`config.mk`:
```
export PLATFORM = sky130hd
export DESIGN_NAME = bin_bcd_seq
export DESIGN_NICKNAME = d
export VERILOG_FILES = /design/src/rtl/bin_bcd_pkg.sv /design/src/rtl/bcd_digit_adj.sv /design/src/rtl/bin_bcd_seq.sv
export SDC_FILE = /design/constraint.sdc
export NUM_CORES = 1
export LEC_CHECK = 0
export CAP_MARGIN = 20
export CORE_UTILIZATION = 56
export CTS_BUF_LIST = sky130_fd_sc_hd__clkbuf_8
export CTS_CLUSTER_DIAMETER = 50
export DETAILED_ROUTE_END_ITERATION = 8
export PLACE_DENSITY = 0.82
export REMOVE_ABC_BUFFERS = 1
export SLEW_MARGIN = 0
export SYNTH_ARGS = -nofsm -noshare
export SYNTH_HDL_FRONTEND = slang
export SYNTH_SLANG_ARGS = --single-unit
export TNS_END_PERCENT = 1
```
`constraint.sdc`:
```
create_clock -name clk -period 2.5 [get_ports clk]
set_input_delay 0.375 -clock clk [delete_from_list [all_inputs] [get_ports clk]]
set_output_delay 0.375 -clock clk [all_outputs]
set_load 0.005 [all_outputs]
```
`src/rtl/bin_bcd_pkg.sv`:
```
// Shared types and constants for the sequential binary-to-BCD converter.
package bin_bcd_pkg;

  typedef enum logic {
    ST_IDLE  = 1'b0,
    ST_SHIFT = 1'b1
  } state_t;

  localparam logic [3:0] BCD_NINE = 4'd9;

  function automatic int clog2(input int value);
    int r;
    r = 0;
    for (int i = 0; i < 31; i++) begin
      if ((32'sd1 <<< i) < value) r = i + 1;
    end
    return r;
  endfunction

endpackage

```
`src/rtl/bcd_digit_adj.sv`:
```
// Double-dabble digit correction: a BCD digit of 5 or more gets +3 before the shift.
module bcd_digit_adj
  import bin_bcd_pkg::*;
(
  input  logic [3:0] din,
  output logic [3:0] dout
);

  assign dout = (din >= 4'd5) ? din + 4'd3 : din;

endmodule

```
`src/rtl/bin_bcd_seq.sv`:
```
// Iterative double-dabble binary-to-BCD converter, one shift/add-3 step per clock,
// with saturation to all nines on overflow and a leading-zero blanking mask.
module bin_bcd_seq
  import bin_bcd_pkg::*;
#(
  parameter int BIN_W  = 12,
  parameter int DIGITS = 4
) (
  input  logic                  clk,
  input  logic                  rst_n,
  input  logic                  start,
  input  logic [BIN_W-1:0]      binary,
  output logic                  busy,
  output logic                  done,
  output logic [4*DIGITS-1:0]   bcd,
  output logic [DIGITS-1:0]     lz_mask,
  output logic                  overflow
);

  localparam int DW = 4 * DIGITS;
  localparam int SW = DW + BIN_W;
  localparam int CW = clog2(BIN_W + 1);

  localparam logic [CW-1:0]     CNT_LOAD = CW'(BIN_W);
  localparam logic [CW-1:0]     CNT_ONE  = CW'(1);
  localparam logic [DIGITS-1:0] LZ_RESET = {DIGITS{1'b1}} << 1;

  state_t            state_reg;
  logic [SW-1:0]     sr_reg;
  logic [CW-1:0]     cnt_reg;
  logic              ovf_reg;

  logic [DW-1:0]     adj_digits;
  logic [SW-1:0]     sr_next;
  logic              ovf_next;
  logic [DW-1:0]     bcd_next;
  logic [DIGITS-1:0] lz_next;
  logic              zero_run;

  generate
    for (genvar gi = 0; gi < DIGITS; gi++) begin : g_adj
      bcd_digit_adj u_adj (
        .din  (sr_reg[BIN_W + 4*gi +: 4]),
        .dout (adj_digits[4*gi +: 4])
      );
    end
  endgenerate

  // The bit leaving the top digit means the value no longer fits; remember it.
  always_comb begin
    sr_next  = {adj_digits[DW-2:0], sr_reg[BIN_W-1:0], 1'b0};
    ovf_next = ovf_reg | adj_digits[DW-1];
    bcd_next = ovf_next ? {DIGITS{BCD_NINE}} : sr_next[SW-1:BIN_W];
    lz_next  = '0;
    zero_run = 1'b1;
    for (int i = DIGITS - 1; i >= 1; i--) begin
      zero_run   = zero_run & (bcd_next[4*i +: 4] == 4'd0);
      lz_next[i] = zero_run;
    end
  end

  always_ff @(posedge clk or negedge rst_n) begin
    if (!rst_n) begin
      state_reg <= ST_IDLE;
      sr_reg    <= '0;
      cnt_reg   <= '0;
      ovf_reg   <= 1'b0;
      busy      <= 1'b0;
      done      <= 1'b0;
      bcd       <= '0;
      lz_mask   <= LZ_RESET;
      overflow  <= 1'b0;
    end else begin
      done <= 1'b0;
      case (state_reg)
        ST_IDLE: begin
          if (start) begin
            sr_reg    <= {{DW{1'b0}}, binary};
            ovf_reg   <= 1'b0;
            cnt_reg   <= CNT_LOAD;
            busy      <= 1'b1;
            state_reg <= ST_SHIFT;
          end
        end
        ST_SHIFT: begin
          sr_reg  <= sr_next;
          ovf_reg <= ovf_next;
          cnt_reg <= cnt_reg - CNT_ONE;
          if (cnt_reg == CNT_ONE) begin
            state_reg <= ST_IDLE;
            busy      <= 1'b0;
            done      <= 1'b1;
            bcd       <= bcd_next;
            lz_mask   <= lz_next;
            overflow  <= ovf_next;
          end
        end
        default: state_reg <= ST_IDLE;
      endcase
    end
  end

endmodule
```
==> metrics.txt <==
# TYPE chip_impl_metric gauge
chip_impl_metric{name="seqCellArea",unit="mm²"} 0.001405
chip_impl_info{name="mostFrequentLayoutCell",value="sky130_fd_sc_hd__dfrtp_1"} 1
chip_impl_metric{name="cts-hold-fix-buffers",unit=""} 0
chip_impl_metric{name="cts_num_sinks",unit=""} 56
chip_impl_metric{name="grt_pass1_vias",unit=""} 1957
chip_impl_info{name="unrepaired_setup_endpoints_after_global_routing",value="no"} 1
chip_impl_metric{name="die_h",unit="µm"} 71.12
chip_impl_metric{name="slew_headroom",unit="%"} 59.11
chip_impl_metric{name="num_io_pins",unit=""} 38
chip_impl_metric{name="post_synth_num_cell_types",unit=""} 32
chip_impl_metric{name="synth_seq_area_share",unit="%"} 52.53
chip_impl_metric{name="core_area",unit="mm²"} 0.004474
chip_impl_metric{name="max-vdd-ir-drop",unit="mV"} 0.6132
chip_impl_metric{name="synthesis.area",unit="mm²"} 0.002675
chip_impl_info{name="crit_slowest_cell",value="sky130_fd_sc_hd__dfrtp_1"} 1
chip_impl_metric{name="insertedDiodeCount",unit=""} 0
chip_impl_info{name="most_frequent_cells_in_the_layout",value="sky130_fd_sc_hd__dfrtp_1, sky130_fd_sc_hd__nand2_1, sky130_fd_sc_hd__clkdlybuf4s50_1"} 1
chip_impl_metric{name="wirelength",unit="µm"} 5374
chip_impl_info{name="violated_checks",value="DRC"} 1
chip_impl_metric{name="path_max_fanout",unit=""} 12
chip_impl_info{name="grt.busiest_layer",value="met2"} 1
chip_impl_metric{name="power_dens_cells",unit="mW/mm²"} 1209
chip_impl_metric{name="avgRoutedWirePerCell",unit="µm"} 15.18
chip_impl_metric{name="numCtsBuffers",unit=""} 5
chip_impl_metric{name="gp_congestion",unit=""} 0.8781
chip_impl_metric{name="grt_util_met1",unit="%"} 32.48
chip_impl_metric{name="grt-ovfl-total",unit=""} 0
chip_impl_metric{name="slew_viol_final",unit=""} 0
chip_impl_metric{name="fmax",unit="GHz"} 0.4931
chip_impl_metric{name="worst-endpoint-arrival",unit="ps"} 2220
chip_impl_metric{name="nets",unit=""} 327
chip_impl_info{name="min-delay-path-class",value="input port to async pin"} 1
chip_impl_metric{name="number_of_synthesized_flops_with_an_enable_pin",unit=""} 0
chip_impl_metric{name="power_leakage",unit="nW"} 1.398
chip_impl_metric{name="synth.avg_cell_area",unit="µm²"} 9.908
chip_impl_metric{name="postCtsResizedCells",unit=""} 0
chip_impl_info{name="critical_path_class",value="flip-flop to flip-flop"} 1
chip_impl_info{name="critical_path.top_delay_family",value="simple AND/OR/NAND/NOR gates"} 1
chip_impl_metric{name="post_layout_nonfiller_instances",unit=""} 354
chip_impl_metric{name="cts_max_level",unit=""} 2
chip_impl_metric{name="postSynth.asyncResetShare",unit="%"} 100.0
chip_impl_metric{name="report.power.total",unit="W"} 0.003815
chip_impl_metric{name="clock_latency",unit="ps"} 310
chip_impl_info{name="worstSetupStartpointType",value="flip-flop"} 1
chip_impl_metric{name="final_design_area_no_fill",unit="mm²"} 0.003156
chip_impl_metric{name="routed_via_density",unit=""} 5.692
chip_impl_info{name="synth_top_flop_cell",value="sky130_fd_sc_hd__dfrtp_1"} 1
chip_impl_metric{name="multi_input_comb_area",unit="mm²"} 0.001154
chip_impl_metric{name="critical_path.max_stage_delay",unit="ps"} 450
chip_impl_metric{name="critical_path_buf_inv_count",unit=""} 1
chip_impl_metric{name="grtUsageTotal",unit="%"} 24.47
chip_impl_metric{name="io_buffers",unit=""} 36
chip_impl_metric{name="drt_first_pass_iters",unit=""} 6
chip_impl_metric{name="gr-usage-met2",unit="%"} 41.45
chip_impl_metric{name="largest_register_ff_count",unit=""} 28
chip_impl_metric{name="largest_clock_skew_in_the_final_design",unit="ps"} 8.412
chip_impl_metric{name="growth_of_design_area_from_synthesis_to_finish",unit="%"} 17.96
chip_impl_info{name="tritoncts_clock_tree",value="yes"} 1
chip_impl_info{name="timing.critical_path.to_type",value="flip-flop"} 1
chip_impl_metric{name="setup_viol",unit=""} 0
chip_impl_metric{name="fp.dieArea",unit="mm²"} 0.005057
chip_impl_metric{name="dp.cells",unit=""} 347
chip_impl_metric{name="synthCells",unit=""} 270
chip_impl_metric{name="grt_pass1_wl",unit="µm"} 9411
chip_impl_metric{name="cts.reportedPaths.clkPinSlew",unit="ps"} 90
chip_impl_metric{name="die_width",unit="µm"} 71.12
chip_impl_metric{name="fillers",unit=""} 339
chip_impl_metric{name="detail_route.iter0.violations",unit=""} 194
chip_impl_metric{name="grt_max_degree",unit=""} 40
chip_impl_metric{name="post_dp_area",unit="mm²"} 0.003078
chip_impl_metric{name="placement_rows",unit=""} 24
chip_impl_metric{name="cts_max_path_buffers",unit=""} 2
chip_impl_metric{name="final_period_minus_worst_setup_slack",unit="ps"} 2028
chip_impl_metric{name="dp.final_hpwl",unit="µm"} 3780
chip_impl_metric{name="detail-route-antenna-nets",unit=""} 0
chip_impl_metric{name="grt_antenna_before_repair",unit=""} 0
chip_impl_metric{name="final_layout_size_suffix_gt1_share",unit="%"} 7.285
chip_impl_metric{name="drcViolationCount",unit=""} 6
chip_impl_info{name="run_status",value="complete, but fails checks"} 1
chip_impl_metric{name="cap_violations",unit=""} 0
chip_impl_metric{name="fin_crit_sh",unit="%"} 81.13
chip_impl_metric{name="whs",unit="ps"} 66.23
chip_impl_metric{name="worstMarginPinSlew",unit="ps"} 613.4
chip_impl_metric{name="post-cts-setup-buffer-count",unit=""} 0
chip_impl_metric{name="ys.warnings.count",unit=""} 0
chip_impl_metric{name="number_of_synthesized_register_bits",unit=""} 56
chip_impl_info{name="path_cells",value="inv_1 > ha_1 > nand2b_1 > or3b_2 > and2_1 > nand2_1 > o21ai_0"} 1
chip_impl_metric{name="num_vias",unit=""} 2015
chip_impl_metric{name="starting_utilization_of_the_core_area",unit="%"} 59.79
chip_impl_metric{name="worstPathRequired",unit="ps"} 2690
chip_impl_metric{name="final_hold_viol_count",unit=""} 0
chip_impl_metric{name="globalRouteMet3Util",unit="%"} 4.701
chip_impl_info{name="clock-root-buffer",value="sky130_fd_sc_hd__clkbuf_8"} 1
==> path summary, 6_finish.rpt <==
| path | slack [ps] | cells after the start | endpoint | start |
|---|---|---|---|---|
| worst max-delay path | 470 | 7 | bcd[6] | sr_reg[24] |
| worst min-delay path | 70 | 1 | sr_reg[13] | rst_n |
| worst max register to register | 470 | 7 | bcd[6] | sr_reg[24] |
| worst min register to register | 480 | 2 | lz_mask[1] | lz_mask[1] |
| max in group asynchronous | 1790 | 2 | lz_mask[3] | rst_n |
| min in group clk | 480 | 2 | lz_mask[1] | lz_mask[1] |
==> cell type report <==
class                           instances  share of cell area [%]
Sequential cell                        56                   44.53
Clock inverter                          2                  0.2776
Clock buffer                            5                   2.181
Inverter                               13                   1.546
Multi-Input combinational cell        185                   36.56
Tap cell                               52                   2.062
Timing Repair Buffer                   41                   12.85
==> worst register-to-register path: stages, from the launching register on <==
cell and delay, ps:
sky130_fd_sc_hd__dfrtp_1 450, sky130_fd_sc_hd__inv_1 90, sky130_fd_sc_hd__ha_1 230, sky130_fd_sc_hd__nand2b_1 90
sky130_fd_sc_hd__or3b_2 450, sky130_fd_sc_hd__and2_1 320, sky130_fd_sc_hd__nand2_1 180, sky130_fd_sc_hd__o21ai_0 100
==> cells in the mapped netlist (all sizes together) (2+ instances only) <==
library cell	n	area, µm²
dfrtp	53	1326
nand2	44	165.2
o21ai	23	115.1
a21oi	16	80.08
mux2i	15	150.1
nor2	15	56.30
inv	13	48.80
clkbuf	12	45.04
ha	10	125.1
o22ai	10	62.56
a31oi	7	43.79
nor3b	6	45.04
o31ai	6	45.04
xnor2	6	52.55
a22o	5	43.79
nor3	5	25.02
buf	4	22.52
nand2b	4	25.02
dfstp	3	78.83
and3	2	12.51
mux2	2	22.52
==> logic make-up after synthesis <==
group	synth area share, %
AND/OR/NAND/NOR	14.73
AO/OA/AOI/OAI	15.15
flip-flops	52.53
buffers and inverters	4.350
multiplexers	6.454
adder cells (fa/ha/maj)	4.677
XOR/XNOR	1.964
other	0.1402
==> report_power, final <==
| part | switching (W) | leakage [nW] | internal (W) |
|---|---|---|---|
| clock network | 0.000278 | 0.0452 | 0.000187 |
| logic | 0.000962 | 0.671 | 0.000830 |
| registers | 0.000284 | 0.682 | 0.00127 |
| total | 0.00153 | 1.40 | 0.00229 |
==> metrics by stage <==
step / util, % / TNS (ps) / setup slack (ps)
3_5_place_dp: 68.79 / 0 / 502.9
5_1_grt: 70.53 / 0 / 241.5
2_1_floorplan: - / -377.4 / -131.5
3_3_place_gp: 68.79 / 0 / 563.6
4_1_cts: 70.53 / 0 / 477.3
6_report: 70.53 / 0 / 471.8
==> per-layer routing <==
metal / routed length (µm) / part of all wire (%)
met2: 2665 / 50
met5: 0 / 0
met1: 2392 / 45
met4: 63 / 1.2
met3: 252 / 4.7
Power figures use the tool's default switching activity.
